**config.mk**
```make
export PLATFORM = sky130hd
export DESIGN_NAME = conv3x3_filter
export DESIGN_NICKNAME = d
export VERILOG_FILES = /design/src/rtl/conv3x3_filter.sv
export SDC_FILE = /design/constraint.sdc
export NUM_CORES = 2
export LEC_CHECK = 0
export ABC_AREA = 1
export CAP_MARGIN = 20
export CORE_ASPECT_RATIO = 2
export CORE_UTILIZATION = 46
export CTS_CLUSTER_DIAMETER = 150
export DETAILED_ROUTE_END_ITERATION = 7
export DONT_BUFFER_PORTS = 1
export PLACE_DENSITY = 0.6
export SETUP_SLACK_MARGIN = 0.2
export SYNTH_ARGS = -nofsm -noshare
export SYNTH_HDL_FRONTEND = slang
export SYNTH_HIERARCHICAL = 1
export SYNTH_SLANG_ARGS = --single-unit
```
**constraint.sdc**
```tcl
create_clock -name i_clk -period 10.4 [get_ports i_clk]
set_input_delay 0 -clock i_clk [delete_from_list [all_inputs] [get_ports i_clk]]
set_output_delay 0 -clock i_clk [all_outputs]
set_load 0.05 [all_outputs]
```
**src/rtl/conv3x3_filter.sv**
```systemverilog
// Pipelined 3x3 signed convolution with a double-buffered, runtime-loadable kernel.
// Three register stages: products, normalised sum, clamped pixel.

module conv3x3_tap #(
    parameter int PIXEL_WIDTH = 8,
    parameter int COEF_WIDTH  = 8,
    parameter int PROD_WIDTH  = PIXEL_WIDTH + COEF_WIDTH + 1
) (
    input  logic                  i_clk,
    input  logic                  i_rst,
    input  logic [PIXEL_WIDTH-1:0] pixel,
    input  logic [COEF_WIDTH-1:0]  coef,
    output logic [PROD_WIDTH-1:0]  prod
);
    logic signed [PROD_WIDTH-1:0] pix_ext, coef_ext, mul;

    // pixel is unsigned, coefficient is two's complement
    assign pix_ext  = $signed({{(PROD_WIDTH-PIXEL_WIDTH){1'b0}}, pixel});
    assign coef_ext = $signed({{(PROD_WIDTH-COEF_WIDTH){coef[COEF_WIDTH-1]}}, coef});
    assign mul      = pix_ext * coef_ext;

    always_ff @(posedge i_clk or posedge i_rst) begin
        if (i_rst) prod <= '0;
        else       prod <= mul;
    end
endmodule

module conv3x3_filter #(
    parameter int PIXEL_WIDTH = 8,
    parameter int COEF_WIDTH  = 8,
    parameter int SHIFT_WIDTH = 4
) (
    input  logic                     i_clk,
    input  logic                     i_rst,
    input  logic [9*PIXEL_WIDTH-1:0] i_pixel_data,
    input  logic                     i_pixel_data_valid,
    input  logic [COEF_WIDTH-1:0]    i_coef_data,
    input  logic                     i_coef_valid,
    input  logic                     i_coef_restart,
    input  logic [SHIFT_WIDTH-1:0]   i_norm_shift,
    output logic [PIXEL_WIDTH-1:0]   o_convolved_data,
    output logic                     o_convolved_data_valid,
    output logic                     o_kernel_update,
    output logic                     o_sat
);
    localparam int TAPS       = 9;
    localparam int STAGES     = 3;
    localparam int PROD_WIDTH = PIXEL_WIDTH + COEF_WIDTH + 1;
    localparam int SUM_WIDTH  = PROD_WIDTH + 4;
    localparam logic [TAPS*COEF_WIDTH-1:0] IDENTITY =
        {{(4*COEF_WIDTH){1'b0}}, COEF_WIDTH'(1), {(4*COEF_WIDTH){1'b0}}};

    logic [TAPS-1:0][COEF_WIDTH-1:0] shadow, active;
    logic [3:0]                      idx;
    logic [STAGES:1]                 vld_pipe;
    logic [TAPS-1:0][PROD_WIDTH-1:0] prod;
    logic signed [SUM_WIDTH-1:0]     sum, norm;
    logic [PIXEL_WIDTH-1:0]          pix_c;
    logic                            sat_c;
    logic                            kernel_update;

    // Kernel load: the ninth write commits shadow plus the incoming coefficient,
    // so a window sampled on that same edge still sees the previous kernel.
    always_ff @(posedge i_clk or posedge i_rst) begin
        if (i_rst) begin
            idx           <= '0;
            shadow        <= IDENTITY;
            active        <= IDENTITY;
            kernel_update <= 1'b0;
        end else begin
            kernel_update <= 1'b0;
            if (i_coef_restart) begin
                idx    <= '0;
                shadow <= IDENTITY;
            end else if (i_coef_valid) begin
                for (int k = 0; k < TAPS; k++)
                    if (idx == 4'(k)) shadow[k] <= i_coef_data;
                if (idx == 4'(TAPS-1)) begin
                    idx <= '0;
                    for (int k = 0; k < TAPS-1; k++) active[k] <= shadow[k];
                    active[TAPS-1] <= i_coef_data;
                    kernel_update  <= 1'b1;
                end else begin
                    idx <= idx + 4'd1;
                end
            end
        end
    end

    assign o_kernel_update = kernel_update;

    for (genvar k = 0; k < TAPS; k++) begin : g_tap
        conv3x3_tap #(
            .PIXEL_WIDTH(PIXEL_WIDTH),
            .COEF_WIDTH (COEF_WIDTH),
            .PROD_WIDTH (PROD_WIDTH)
        ) u_tap (
            .i_clk(i_clk),
            .i_rst(i_rst),
            .pixel(i_pixel_data[k*PIXEL_WIDTH +: PIXEL_WIDTH]),
            .coef (active[k]),
            .prod (prod[k])
        );
    end

    always_comb begin
        sum = '0;
        for (int k = 0; k < TAPS; k++)
            sum = sum + $signed({{(SUM_WIDTH-PROD_WIDTH){prod[k][PROD_WIDTH-1]}}, prod[k]});
    end

    always_ff @(posedge i_clk or posedge i_rst) begin
        if (i_rst) begin
            vld_pipe <= '0;
            norm     <= '0;
        end else begin
            vld_pipe <= {vld_pipe[STAGES-1:1], i_pixel_data_valid};
            norm     <= sum >>> i_norm_shift;
        end
    end

    always_comb begin
        pix_c = norm[PIXEL_WIDTH-1:0];
        sat_c = 1'b0;
        if (norm[SUM_WIDTH-1]) begin
            pix_c = '0;
            sat_c = 1'b1;
        end else if (|norm[SUM_WIDTH-2:PIXEL_WIDTH]) begin
            pix_c = '1;
            sat_c = 1'b1;
        end
    end

    // Output pixel holds between valid cycles; saturation flag only rides with valid.
    always_ff @(posedge i_clk or posedge i_rst) begin
        if (i_rst) begin
            o_convolved_data <= '0;
            o_sat            <= 1'b0;
        end else begin
            o_sat <= vld_pipe[STAGES-1] & sat_c;
            if (vld_pipe[STAGES-1]) o_convolved_data <= pix_c;
        end
    end

    assign o_convolved_data_valid = vld_pipe[STAGES];
endmodule
```
# Yosys cells after proc, flatten, opt, wreduce, memory -nomap -nowiden
# Index checks and enable logic that the tools add are counted.
[word_totals]
regBits = 327
in_bits = 89
output_inout_bits = 11
word_cells = 101
[op_classes]
add_sub_neg = 9
mul = 9
eq_ne = 8
n_shift = 1
mux = 20
n_bitwise = 2
reduce_logical = 20
[ops]
columns = ["op", "n"]
rows = [
  ["$mul 9x8->17", 9],
  ["$mux 64", 2],
  ["$add 21x17->21", 4],
  ["$mux 8", 10],
  ["$add 20x17->21", 1],
  ["$sshr 21x4->21", 1],
  ["$add 19x17->20", 1],
  ["$add 18x17->19", 1],
  ["$add 17x17->18", 1],
  ["$reduce_bool 2->1", 9],
  ["$eq 4x3->1 const B", 4],
  ["$reduce_and 2->1", 8],
  ["$mux 4", 3],
  ["$reduce_or 12->1", 1],
  ["$eq 4x2->1 const B", 2],
  ["$mux 1", 5],
  ["$add 4x1->4 const B", 1],
  ["$eq 4x1->1 const B", 1],
  ["$eq 4x4->1 const B", 1],
  ["$logic_not 4->1", 1],
  ["$reduce_and 3->1", 1],
  ["$and 1x1->1", 1],
  ["$not 1->1", 1],
]

# Logic depth before layout (Yosys ltp)
[logic_depth]
ltp_word = 9
mapped_depth = 25
mapped_depth_nobuf = 25

# Hierarchy
# The synthesis kept the hierarchy.
[by_module_without_submodules]
columns = ["module", "n_inst", "cells_each", "area_each_um2", "seq_area_each_um2"]
rows = [
  ["conv3x3_tap at g_tap[1].u_tap ...", 4, 400, 2941.6, 425.4],
  ["conv3x3_filter", 1, 1314, 11405.9, 4356.7],
  ["conv3x3_tap at g_tap[6].u_tap ...", 2, 400, 2929.1, 425.4],
  ["conv3x3_tap at g_tap[5].u_tap", 1, 400, 2944.1, 425.4],
  ["conv3x3_tap at g_tap[0].u_tap", 1, 400, 2936.6, 425.4],
  ["conv3x3_tap at g_tap[8].u_tap", 1, 400, 2934.1, 425.4],
]

# Worst setup path after synthesis
# No wires, ideal clock.
[synth_path]
kind = "register to register"
startpoint = "register g_tap[0].u_tap.prod[2]"
endpoint = "register norm[11]"
t_arrival_ns = 4.190
required_time_ns = 10.283
path_slack_ns = 6.093
stages_incl_launch_ff = 23
path_buffers = 0
path_cell_list = "dfrtp_1 > inv_1 > fa_1 > inv_1 > fa_1 > fa_1 > inv_1 > fa_1 > inv_1 > ha_1 > fa_1 > nand2_1 > nand3_1 > nand3_1 > nand2_2 > a21oi_1 > inv_1 > nand2_1 > nand3_1 > nand3_1 > nand3_1 > nand3_1 > nand2_1"
[synth_between]
elab_chain_cells = 9
[synth_lines]
columns = ["item", "line", "rtl"]
rows = [
  ["from (decl)", "13", "output logic [PROD_WIDTH-1:0] prod"],
  ["from (signal assigned)", "24", "else prod <= mul;"],
  ["$add 17x17->18", "109", "sum = sum + $signed({{(SUM_WIDTH-PROD_WIDTH){prod[k][PROD_WIDTH-1]}}, prod[k]});"],
  ["$add 18x17->19", "109", ""],
  ["$add 19x17->20", "109", ""],
  ["$add 20x17->21", "109", ""],
  ["$add 21x17->21 (4 in series)", "109", ""],
  ["$sshr 21x4->21", "118", "norm <= sum >>> i_norm_shift;"],
  ["to (signal assigned)", "118", ""],
  ["to (decl)", "57", "logic signed [SUM_WIDTH-1:0] sum, norm;"],
]
# Every way passes these cells.
# A chain may end at the register's enable or synchronous reset.

# Final worst setup path
[layout_path]
startpoint = "register g_tap[0].u_tap.prod[6]"
endpoint = "register norm[10]"
# Same word-level chain as after synthesis.

==> metrics.csv <==
stage,metric,value,unit
outcome,outcome,"complete, no violations",
global_routing,first-pass GRT wire length,164800,um
route,DR pass1 iterations,5,
clock_tree,Skew-Pair Late Insertion Delay,630,ps
logic_synthesis,largest family of logic cells by synthesized area,adder cells,
critical_path,startpoint types,flop,
logic_synthesis,post-synthesis mux area share,0.0002645,
route,Initial DRC Count,1379,
layout,Synth-to-Final Area Change,6.457,%
global_routing,gr ovfl total,0,
critical_path,crit path capture type,flop,
timing,"Setup violations, final",0,
timing,Slew HR,0.3167,
layout,"commonest non-fill, non-tap cell in the layout",inv_1,
route,vias post-DR,28841,
clock_tree,CTS H-tree lvls,1,
logic_synthesis,xor and xnor area share after synthesis,0.01620,
clock_tree,Num CTS Buffers,31,
timing,"Hold Vio Cnt, Final",0,
global_routing,largest net degree at the start of global routing,122,
floorplanning,Die H,407.6,um
logic_synthesis,cell area after synthesis,37850,um2
timing,final number of max-transition violations,0,
critical_path,Setup CP Type,flop to flop,
logic_synthesis,post-synthesis cell type count,35,
placement,PortBufs,0,
floorplanning,row count,148,
timing,post-route clock skew,15.67,ps
logic_synthesis,post-synthesis simple-gate area fraction,0.2005,
min_path,worst min-delay path class,primary input to flop,
timing,Hold WS,17.71,ps
layout,antenna cells,0,
clock_tree,CTS tree,yes,
clock_tree,Clock Tree Buf Depth,3,
route,WL/cell,17.31,um
clock_tree,Worst-path clk slew,70,ps
logic_synthesis,cells after synthesis,4914,
clock_tree,Post CTS Setup Buffer Count,0,
logic_synthesis,"FF+latch count, synth",327,
floorplanning,die area,83490,um2
clock_tree,CTS Root Cell,clkbuf_16,
clock_tree,Num Clock Sinks,327,
critical_path,crit-path max FO,4,
critical_path,critical path data arrival time,7290,ps
route,Routed Antenna Nets,0,
flow_run,max-cap violations,0,
logic_synthesis,Yosys top cell area share,0.2407,
placement,Final GP Congestion,0.9603,
floorplanning,total core area,81480,um2
route,Post-route DRC,0,
logic_synthesis,complex-gate fraction of the synthesized area,0.03048,
logic_synthesis,synth top area cells,"fa_1 24%, dfrtp_1 21%, inv_1 14%",
global_routing,number of global-route vias before repair,31142,
layout,Final nets,5796,
logic_synthesis,Yosys warnings,6,
timing,Worst-Margin Slew,1025,ps
timing,RSZ-0062 raised after global routing,false,
timing,Tcrit/Tclk final,0.6525,
logic_synthesis,"Seq/Total Area, Yosys",0.2163,
layout,most frequent cells in the layout,"1,390 x inv_1, 1,333 x nand2_1, 455 x fa_1",
logic_synthesis,"Avg Cell Area, Syn",7.701,um2
floorplanning,Ports,100,
placement,placed wire-length estimate,85030,um
logic_synthesis,Synth Area in Adders,0.3769,
global_routing,Total GRT Usage,0.2589,
floorplanning,initial core utilization,0.4645,
clock_tree,PostCTS Resize Cnt,0,
layout,layout cells sized above 1,0.04051,
route,Via-to-Cell Ratio,4.878,
global_routing,initial antenna violation count,3,
timing,Setup TNS,0,ps
logic_synthesis,"area leader, netlist",fa_1,
timing,Fmax,0.1474,GHz
critical_path,worst endpoint required time,10900,ps
timing,crit path time final,6786,ps
floorplanning,Die X,204.8,um
route,Routed WL,102300,um
logic_synthesis,Mapped Nets,5870,
==> cell families after synthesis <==
logic type      count (synthesis)
xor+xnor                       70
simple gates                 1823
mux                             1
fa+ha+maj                     867
flops                         327
compound gates                224
buf+inv                      1602
==> cell usage after synthesis <==
master,n
o21bai_1,2
and2_1,2
a21oi_2,1
or2_4,1
nor2_1,139
nand2_1,1333
a21oi_1,56
xor2_1,60
ha_1,412
dfstp_2,2
o311ai_0,2
o22ai_1,9
o21ai_0,147
nand3_1,198
mux2i_1,1
nor2_2,14
nand2_2,27
buf_1,1
dfrtp_1,325
nand3b_1,2
buf_2,13
nand4_1,47
or2_2,28
clkinv_1,13
o211ai_1,1
o21ai_1,5
inv_1,1391
clkbuf_1,157
xnor2_1,10
fa_1,455
inv_2,27
nand3_2,28
a21boi_1,1
nor4_1,3
nor4_2,1
==> registers in the layout, indices dropped and copies added, names as in the netlist <==
name	count
o_kernel_update	1
shadow	64
g_tap.u_tap/prod	153
o_convolved_data	8
active	72
o_sat	1
norm	21
vld_pipe	3
idx	4
==> critical path, cell delays in order (launching register included) <==
cell           delay, ps
dfrtp_1              320
inv_1                 60
fa_1                 540
inv_1                 60
fa_1                 500
fa_1                 560
inv_1                 70
fa_1                 530
inv_1                 40
ha_1                 360
nand2_1               80
nand2_1               90
a21oi_1              300
nand2_1              140
nand3_1              120
nand2_1               70
nand2_1               70
nand3_1              110
nand3_1              160
dlygate4sd3_1        590
nand3_1               80
dlygate4sd3_1        600
nand3_1               70
dlygate4sd3_1        560
nand2_1               40
dlygate4sd3_1        540
==> routing by layer <==
metal,track usage,share of wire,vias up
li1,-,-,14067
met1,0.2467,0.33,14027
met2,0.5178,0.57,496
met3,0.02677,0.032,247
met4,0.1469,0.065,4
met5,0,0.00022,-
==> layout make-up <==
class / instances / area, um2
sequential: 327 / 8185
inverter: 1431 / 5381
fill: 8102 / 41190
multi-input combinational: 2985 / 23640
clock inverter: 21 / 336.6
timing repair buffer: 64 / 615.6
tap: 1050 / 1314
clock buffer: 35 / 820.8
==> through the flow <==
stage	area (um2)	std cells	worst slack [ps]	util
detailed placement	38590	5803	5544	0.4736
global placement	38590	5803	5555	0.4736
global route	40290	5913	3249	0.4945
finish	40290	5913	3614	0.4945
CTS	40290	5913	3665	0.4945
floorplan	37850	4914	5686	-
==> what timing repair did <==
action	in CTS	in global routing
endpoints found under the hold margin	412	0
hold buffers	54	0
setup endpoints to repair	0	0
==> path summary, 6_finish.rpt <==
check	from	endpoint	slack (ps)	cells past startpoint
setup / recovery	g_tap[0].u_tap/prod[6]	norm[10]	3610	25
hold / removal	i_pixel_data[33]	g_tap[4].u_tap/prod[3]	20	5
setup reg to reg	g_tap[0].u_tap/prod[6]	norm[10]	3610	25
hold reg to reg	vld_pipe[1]	vld_pipe[2]	360	0
max in group asynchronous	i_rst	vld_pipe[2]	8690	3
min in group asynchronous	i_rst	g_tap[5].u_tap/prod[14]	340	2
Power is left out: the tool's default activity adds up to more than one toggle a clock period on the data nets, which glitch-free logic cannot reach.
